## config.mk

```make
export PLATFORM = sky130hd
export DESIGN_NAME = switch_debounce3
export DESIGN_NICKNAME = d
export VERILOG_FILES = /design/src/rtl/switch_debounce3.sv
export SDC_FILE = /design/constraint.sdc
export NUM_CORES = 1
export LEC_CHECK = 0
export ABC_AREA = 1
export ABC_CLOCK_PERIOD_IN_PS = 2200
export BUFFER_PORTS_ARGS = -buffer_cell sky130_fd_sc_hd__buf_2
export CAP_MARGIN = 20
export CORE_MARGIN = 2
export CORE_UTILIZATION = 55
export DETAILED_ROUTE_END_ITERATION = 12
export PLACE_DENSITY = 0.79
export SYNTH_ARGS = -nofsm -noshare
export SYNTH_HDL_FRONTEND = slang
export SYNTH_SLANG_ARGS = --single-unit
export TNS_END_PERCENT = 100
```

## constraint.sdc

```tcl
create_clock -name clk -period 2.2 [get_ports clk]
set_input_delay 0.44 -clock clk [delete_from_list [all_inputs] [get_ports clk]]
set_output_delay 0.44 -clock clk [all_outputs]
set_load 0.01 [all_outputs]
```

## src/rtl/switch_debounce3.sv

```systemverilog
// switch_debounce3: three-channel mechanical switch conditioner.
//
// Each raw, asynchronous switch input goes through a 2-flop synchronizer. A small
// STABLE/COUNTING FSM per channel then flips the debounced level once the
// synchronized input has disagreed with it for STABLE_CNT consecutive clocks.
// Registered one-cycle rise/fall/any-change pulses follow each flip by one cycle.
//
// Ports:
//   clk      system clock, rising edge
//   rst_n    asynchronous active-low reset
//   sw_raw   raw switch inputs, bit0 = switch 1 .. bit2 = switch 3
//   S1..S3   debounced levels of sw_raw[0..2]
//   rise     one-cycle pulse per channel on a debounced 0->1
//   fall     one-cycle pulse per channel on a debounced 1->0
//   any_chg  OR of all rise/fall bits in the same cycle
module switch_debounce3 #(
  parameter int unsigned CNT_W      = 20,
  parameter int unsigned STABLE_CNT = 1000000
) (
  input  logic       clk,
  input  logic       rst_n,
  input  logic [2:0] sw_raw,
  output logic       S1,
  output logic       S2,
  output logic       S3,
  output logic [2:0] rise,
  output logic [2:0] fall,
  output logic       any_chg
);

  typedef enum logic {StStable, StCounting} state_e;

  localparam logic [CNT_W-1:0] LastCnt  = CNT_W'(STABLE_CNT - 1);
  // With a one-cycle window the first mismatch already satisfies the filter.
  localparam bit               NoFilter = (STABLE_CNT == 1);

  logic [2:0]       r_meta;
  logic [2:0]       r_sync;
  logic [2:0]       r_out;
  logic [2:0]       r_out_dly;
  logic [2:0]       r_rise;
  logic [2:0]       r_fall;
  logic             r_any;
  state_e           r_state   [3];
  state_e           w_state_d [3];
  logic [CNT_W-1:0] r_cnt     [3];
  logic [CNT_W-1:0] w_cnt_d   [3];
  logic [2:0]       w_out_d;
  logic [2:0]       w_mismatch;

  assign w_mismatch = r_sync ^ r_out;

  always_ff @(posedge clk or negedge rst_n) begin
    if (!rst_n) begin
      r_meta <= '0;
      r_sync <= '0;
    end else begin
      r_meta <= sw_raw;
      r_sync <= r_meta;
    end
  end

  always_comb begin
    for (int i = 0; i < 3; i++) begin
      w_state_d[i] = r_state[i];
      w_cnt_d[i]   = r_cnt[i];
      w_out_d[i]   = r_out[i];
      unique case (r_state[i])
        StStable: begin
          w_cnt_d[i] = '0;
          if (w_mismatch[i]) begin
            if (NoFilter) begin
              w_out_d[i] = ~r_out[i];
            end else begin
              w_state_d[i] = StCounting;
              w_cnt_d[i]   = CNT_W'(1);
            end
          end
        end
        StCounting: begin
          if (!w_mismatch[i]) begin
            // Bounce: discard the partial count entirely.
            w_state_d[i] = StStable;
            w_cnt_d[i]   = '0;
          end else if (r_cnt[i] >= LastCnt) begin
            w_out_d[i]   = ~r_out[i];
            w_state_d[i] = StStable;
            w_cnt_d[i]   = '0;
          end else begin
            w_cnt_d[i] = r_cnt[i] + 1'b1;
          end
        end
        default: begin
          w_state_d[i] = StStable;
          w_cnt_d[i]   = '0;
        end
      endcase
    end
  end

  always_ff @(posedge clk or negedge rst_n) begin
    if (!rst_n) begin
      for (int i = 0; i < 3; i++) begin
        r_state[i] <= StStable;
        r_cnt[i]   <= '0;
      end
      r_out <= '0;
    end else begin
      for (int i = 0; i < 3; i++) begin
        r_state[i] <= w_state_d[i];
        r_cnt[i]   <= w_cnt_d[i];
      end
      r_out <= w_out_d;
    end
  end

  // Pulses are derived from the registered level and its delayed copy, so they
  // land one cycle after the level flips and can never overlap per channel.
  always_ff @(posedge clk or negedge rst_n) begin
    if (!rst_n) begin
      r_out_dly <= '0;
      r_rise    <= '0;
      r_fall    <= '0;
      r_any     <= 1'b0;
    end else begin
      r_out_dly <= r_out;
      r_rise    <= r_out & ~r_out_dly;
      r_fall    <= ~r_out & r_out_dly;
      r_any     <= |(r_out ^ r_out_dly);
    end
  end

  assign S1      = r_out[0];
  assign S2      = r_out[1];
  assign S3      = r_out[2];
  assign rise    = r_rise;
  assign fall    = r_fall;
  assign any_chg = r_any;

endmodule

```

Word level (Yosys, flattened, before mapping)
Cells that the tools add are included.

Add/sub/neg operators: 3. Magnitude comparators: 3. Mux-type cells: 24. Bitwise logic cells: 12. Reductions and logical operators: 4.

Operator list (count): 20-bit 2-to-1 mux (6); 20-bit one-hot mux with 2 select lines (3); 20-bit by 1-bit adder with 20-bit output, second input constant (3); 20-bit greater-or-equal comparator, second input constant (3); 1-bit 2-to-1 mux (12); 3-bit AND reduction (3); 3-bit bitwise AND (2); 1-bit inverter (6); 3-bit inverter (2); 1-bit one-hot mux with 2 select lines (3); 3-bit XOR (2); 3-bit OR reduction (1).

Register bits: 82. Input port bits: 5. Output and inout bits: 10. Logic and storage cells: 61.

Longest topological paths before layout
Depth in word-level cells: 4. Mapped depth: 10. Gate-level depth less buffers: 10.

Worst setup path after synthesis
OpenSTA, ideal clock, no wires.

Kind: register to register. Start: register r_cnt[0] in the netlist's numbering. End: register r_cnt[14] in the netlist's numbering. Library setup time: 122 ps. Data arrival time: 1272 ps. Required time: 2078 ps. Path slack: 806 ps. Stages on the path, launching flop included: 9. Path buffers: 0. Period minus slack after synthesis: 1394 ps. Cells stage by stage: dfrtp_1 > ha_1 > nand3_1 > inv_1 > nand2_1 > nor2_2 > nand2_1 > nor3_1 > nor2_1.

RTL lines: start: declaration (line 46) `logic [CNT_W-1:0] r_cnt [3];`; start signal: indexed assignment (line 111) `r_cnt[i] <= w_cnt_d[i];`.

==> run summary <==
For the max-slew headroom at the worst pin, the log shows 0.6800. The overall die height is 91.30 µm, and the row count is 31. TritonCTS built the clock tree. The final layout contains routed wiring with a total length of 7635 µm. The maximum number of pins on one net before global-route repair was 40; the number of clock sinks was 82.

For the static leakage, the log shows 0.002061 µW. For the number of failing setup endpoints in the final timing report, the log shows 0. The startpoint identified for the worst register-to-register timing path is r_cnt[40]$_DFF_PN0_. After detailed routing, the average wire length per cell comes to 12.02 µm. The number of different library cells in the post-synthesis netlist was 23; the count of buffers added by post-CTS timing repair for setup was 0. The dominant register cell in the synthesized netlist is dfrtp_1. For the sequential-to-total area share from yosys stat, the log shows 0.4896.

The instance count after placement with tap cells included is 619. In this run the remaining antenna-violating nets after routing total 0. The design draws 2849 µW. CTS built an H-tree with a depth of 3.

In this run, the number of DRC markers left after iteration 0 of detailed routing was 168. The via count of the first global-routing pass was 3060. The total track usage came out at 0.1976. Among the stages of the critical path, the cell type that occurs most often is nand2_1. At the pin with the least slew margin, the transition time is 0.4800 ns. Via count normalized by instance count: 5.041.

The cell area after technology mapping was 0.004192 mm²; the aggregate global routing overflow was 0. The number of synthesized register bits is 82. In this run, synthesis inferred 0 flip-flops with an integrated enable. The number of antenna diodes in the final layout is 0.

Final total negative setup slack: 0 ns. Data arrives at the worst endpoint at 1.83 ns. The number of resized instances in the post-cts repair step was 0. In this run, CTS created clock tree buffers numbering 9. For the largest clock skew in the final design, the log shows 0.01271 ns. The fraction of registers with async set/reset is 1.000.

Vias after detailed routing: 3201. The starting density of the core is 0.5718, and the clock slew seen by the registers of the worst setup and hold paths is 0.09 ns. The master cell of the clock root buffer was clkbuf_8. The flow ran to the end, and the final reports show no timing, DRC or antenna violations. The first global-routing pass estimated 13390 µm of wire.

The critical path runs through a total of 8 cells. The pre-antenna-repair detailed-routing pass consisted of 4 iterations. In this run the worst path has a maximum fanout of 19. The synthesized area per cell is 8.267 µm². The DRC violation count after routing came out at 0. Traced cell by cell, the critical path runs through ha_1, nand2_1, nor2_1, nand2_1, nand3_1, nand2_1, nand3_4, a21oi_1.

Area of the die: 0.008336 mm². The most common cell in the synthesized netlist is nor2_1. The hold violation total from the final report was 0; the largest stage delay on the critical path was 0.40 ns. Yosys printed 0 warnings.

The run gives 521 as the total nets after synthesis. The initial antenna violation count came out at 0. For the quantity of hold-fixing buffers added after cts, the log shows 0. The share of the synthesized area in the top cell type came out at 0.4896. The number of cells on the worst reg-to-reg path is 8. The kind of launch point of the worst setup path was a flop. The worst IR drop on VDD was 370.6 µV; the minimum clock period after layout was 1.566 ns. Excluding fillers, the count of instances in the completed layout stands at 635.

The sum of buffers and inverters on the critical path came out at 0. Clock latency on the worst-skew pair, taken at its later pin, is 0.35 ns. The cell count after synthesis was 507. The layout overhead on the synthesized area was 9.224%. The number of slew-limit violations in the final report was 0; the power density over the cells was 622.2 mW/mm².

Setup repair after global routing left no endpoint under its margin. For the worst setup path, the data required time is 2.46 ns. The die outline width is 91.30 µm. Summed over all instances, the cell type with the most area after synthesis is dfrtp_1.

Sorting the synthesized cells by area gives the leading types as dfrtp_1 (49%), nor2_1 (9.9%), nand2_1 (9.3%). The count of buffers added on input and output ports is 14. The slowest stage of the critical path belongs to the cell dfrtp_1.

The setup check on the worst reg-to-reg path leaves a slack of 0.63 ns. The core region is 0.007331 mm². The number of buffers on the longest clock path was 2. By count the netlist is led by nor2_1 (111), nand2_1 (104), dfrtp_1 (82), inv_1 (59), nand3_1 (40).

Endpoint of the worst-slack reg-to-reg timing path: r_cnt[58]$_DFF_PN0_. The post-detailed-placement half-perimeter wirelength was 5409 µm; the final clock period utilization by the worst path was 0.7117. Kind of cell with the highest combined delay on the critical path: simple AND/OR/NAND/NOR gates. The fraction of layout instances using a drive strength above 1 was 0.09888; the final net count was 545. The most critical setup path has its endpoint at r_cnt[58]$_DFF_PN0_. The run gives 0.8783 as the final RePlAce weighted congestion. The path type of the worst setup path was flop to flop. For the number of top-level pins, the log shows 15. The path class of the tightest hold or removal check is input port to async pin.

Static timing analysis puts the maximum clock frequency at 638.7 MHz. First element of the critical path: r_cnt[40]$_DFF_PN0_. Across the run, the number of max-cap violations was 0. The type of destination of the critical path was a flop.
==> logic make-up (layout without fill, tap and decap cells) <==
| group | after synthesis | after routing | synth area share |
|---|---|---|---|
| flops | 82 | 82 | 0.4896 |
| buf+inv | 63 | 92 | 0.06358 |
| compound gates | 20 | 20 | 0.02955 |
| xor+xnor | 40 | 40 | 0.08358 |
| simple gates | 293 | 293 | 0.3069 |
| fa+ha+maj | 9 | 9 | 0.02687 |
==> metrics by stage <==
stage               hold slack (ns)  cell area [µm²]    util  worst slack, ns
detailed placement           0.3355             4365  0.5955           0.6445
CTS                         0.06233             4578  0.6245           0.6323
floorplan                    0.1444             4192       -           0.8059
global route                0.09021             4578  0.6245           0.4323
global placement             0.3344             4365  0.5955           0.7034
finish                      0.03825             4578  0.6245           0.6343
==> sequential cells by signal, indices dropped and copies added, names as in the netlist <==
signal	cells
r_out_dly	3
fall	3
any_chg	1
r_state	3
r_cnt	60
r_meta	3
r_sync	3
r_out	3
rise	3
==> placed cells by master, fill, tap and decap left out <==
master,instances
nand3_1,40
inv_6,1
nand3_2,2
nor2_4,1
nand2_1,104
nand4_1,11
nor3_1,6
ha_1,9
clkbuf_8,11
a31oi_1,2
nand2_2,2
nand3b_1,2
dfrtp_1,82
xor2_1,27
o21bai_1,5
nor2_2,11
a21oi_2,1
buf_2,13
xnor2_1,13
bufinv_16,1
a21o_1,2
buf_4,4
nor2_1,111
inv_1,59
clkinv_2,1
clkinv_4,2
a21oi_1,5
nand3_4,3
o21ai_0,5
==> worst reg2reg max path: cells and delay by family, from the launching register on <==
family | cells | cell delay, ns
adder cells (fa/ha/maj) | 1 | 0.24
AO/OA/AOI/OAI | 1 | 0.23
flip-flops | 1 | 0.40
AND/OR/NAND/NOR | 6 | 0.62
==> metal layers <==
| layer | vias to the layer above | part of all wire | wire, µm | track usage |
|---|---|---|---|---|
| met5 | - | 0 | 0 | 0 |
| met4 | 0 | 0.011 | 82 | 0.07323 |
| met3 | 8 | 0.031 | 237 | 0.03402 |
| met2 | 51 | 0.48 | 3643 | 0.3210 |
| met1 | 1516 | 0.48 | 3670 | 0.2670 |
| li1 | 1626 | - | - | - |
==> worst min path at each step <==
stage,cells after the start,start,endpoint
detailed placement,0,r_meta[0]$_DFF_PN0_,r_sync[0]$_DFF_PN0_
floorplan,0,rst_n,any_chg$_DFF_PN0_
CTS,1,rst_n,r_cnt[13]$_DFF_PN0_
global placement,0,r_meta[2]$_DFF_PN0_,r_sync[2]$_DFF_PN0_
finish,1,rst_n,r_cnt[13]$_DFF_PN0_
global route,1,rst_n,r_cnt[23]$_DFF_PN0_
==> layout make-up <==
cell class,count,area (µm²)
fillers,596,2753
flip-flops and latches,82,2052
multi-input cells,362,1873
inverters,59,221.5
clock buffers,11,151.4
well taps,99,123.9
repair buffers,17,95.09
clock inverters,5,61.31
==> power breakdown <==
part	switching, µW	total [µW]	internal, µW
Sequential	18.4	1550	1530
Combinational	94.8	136	41.3
Clock	567	1160	593
Note: power is estimated with default switching activity, not from simulation.
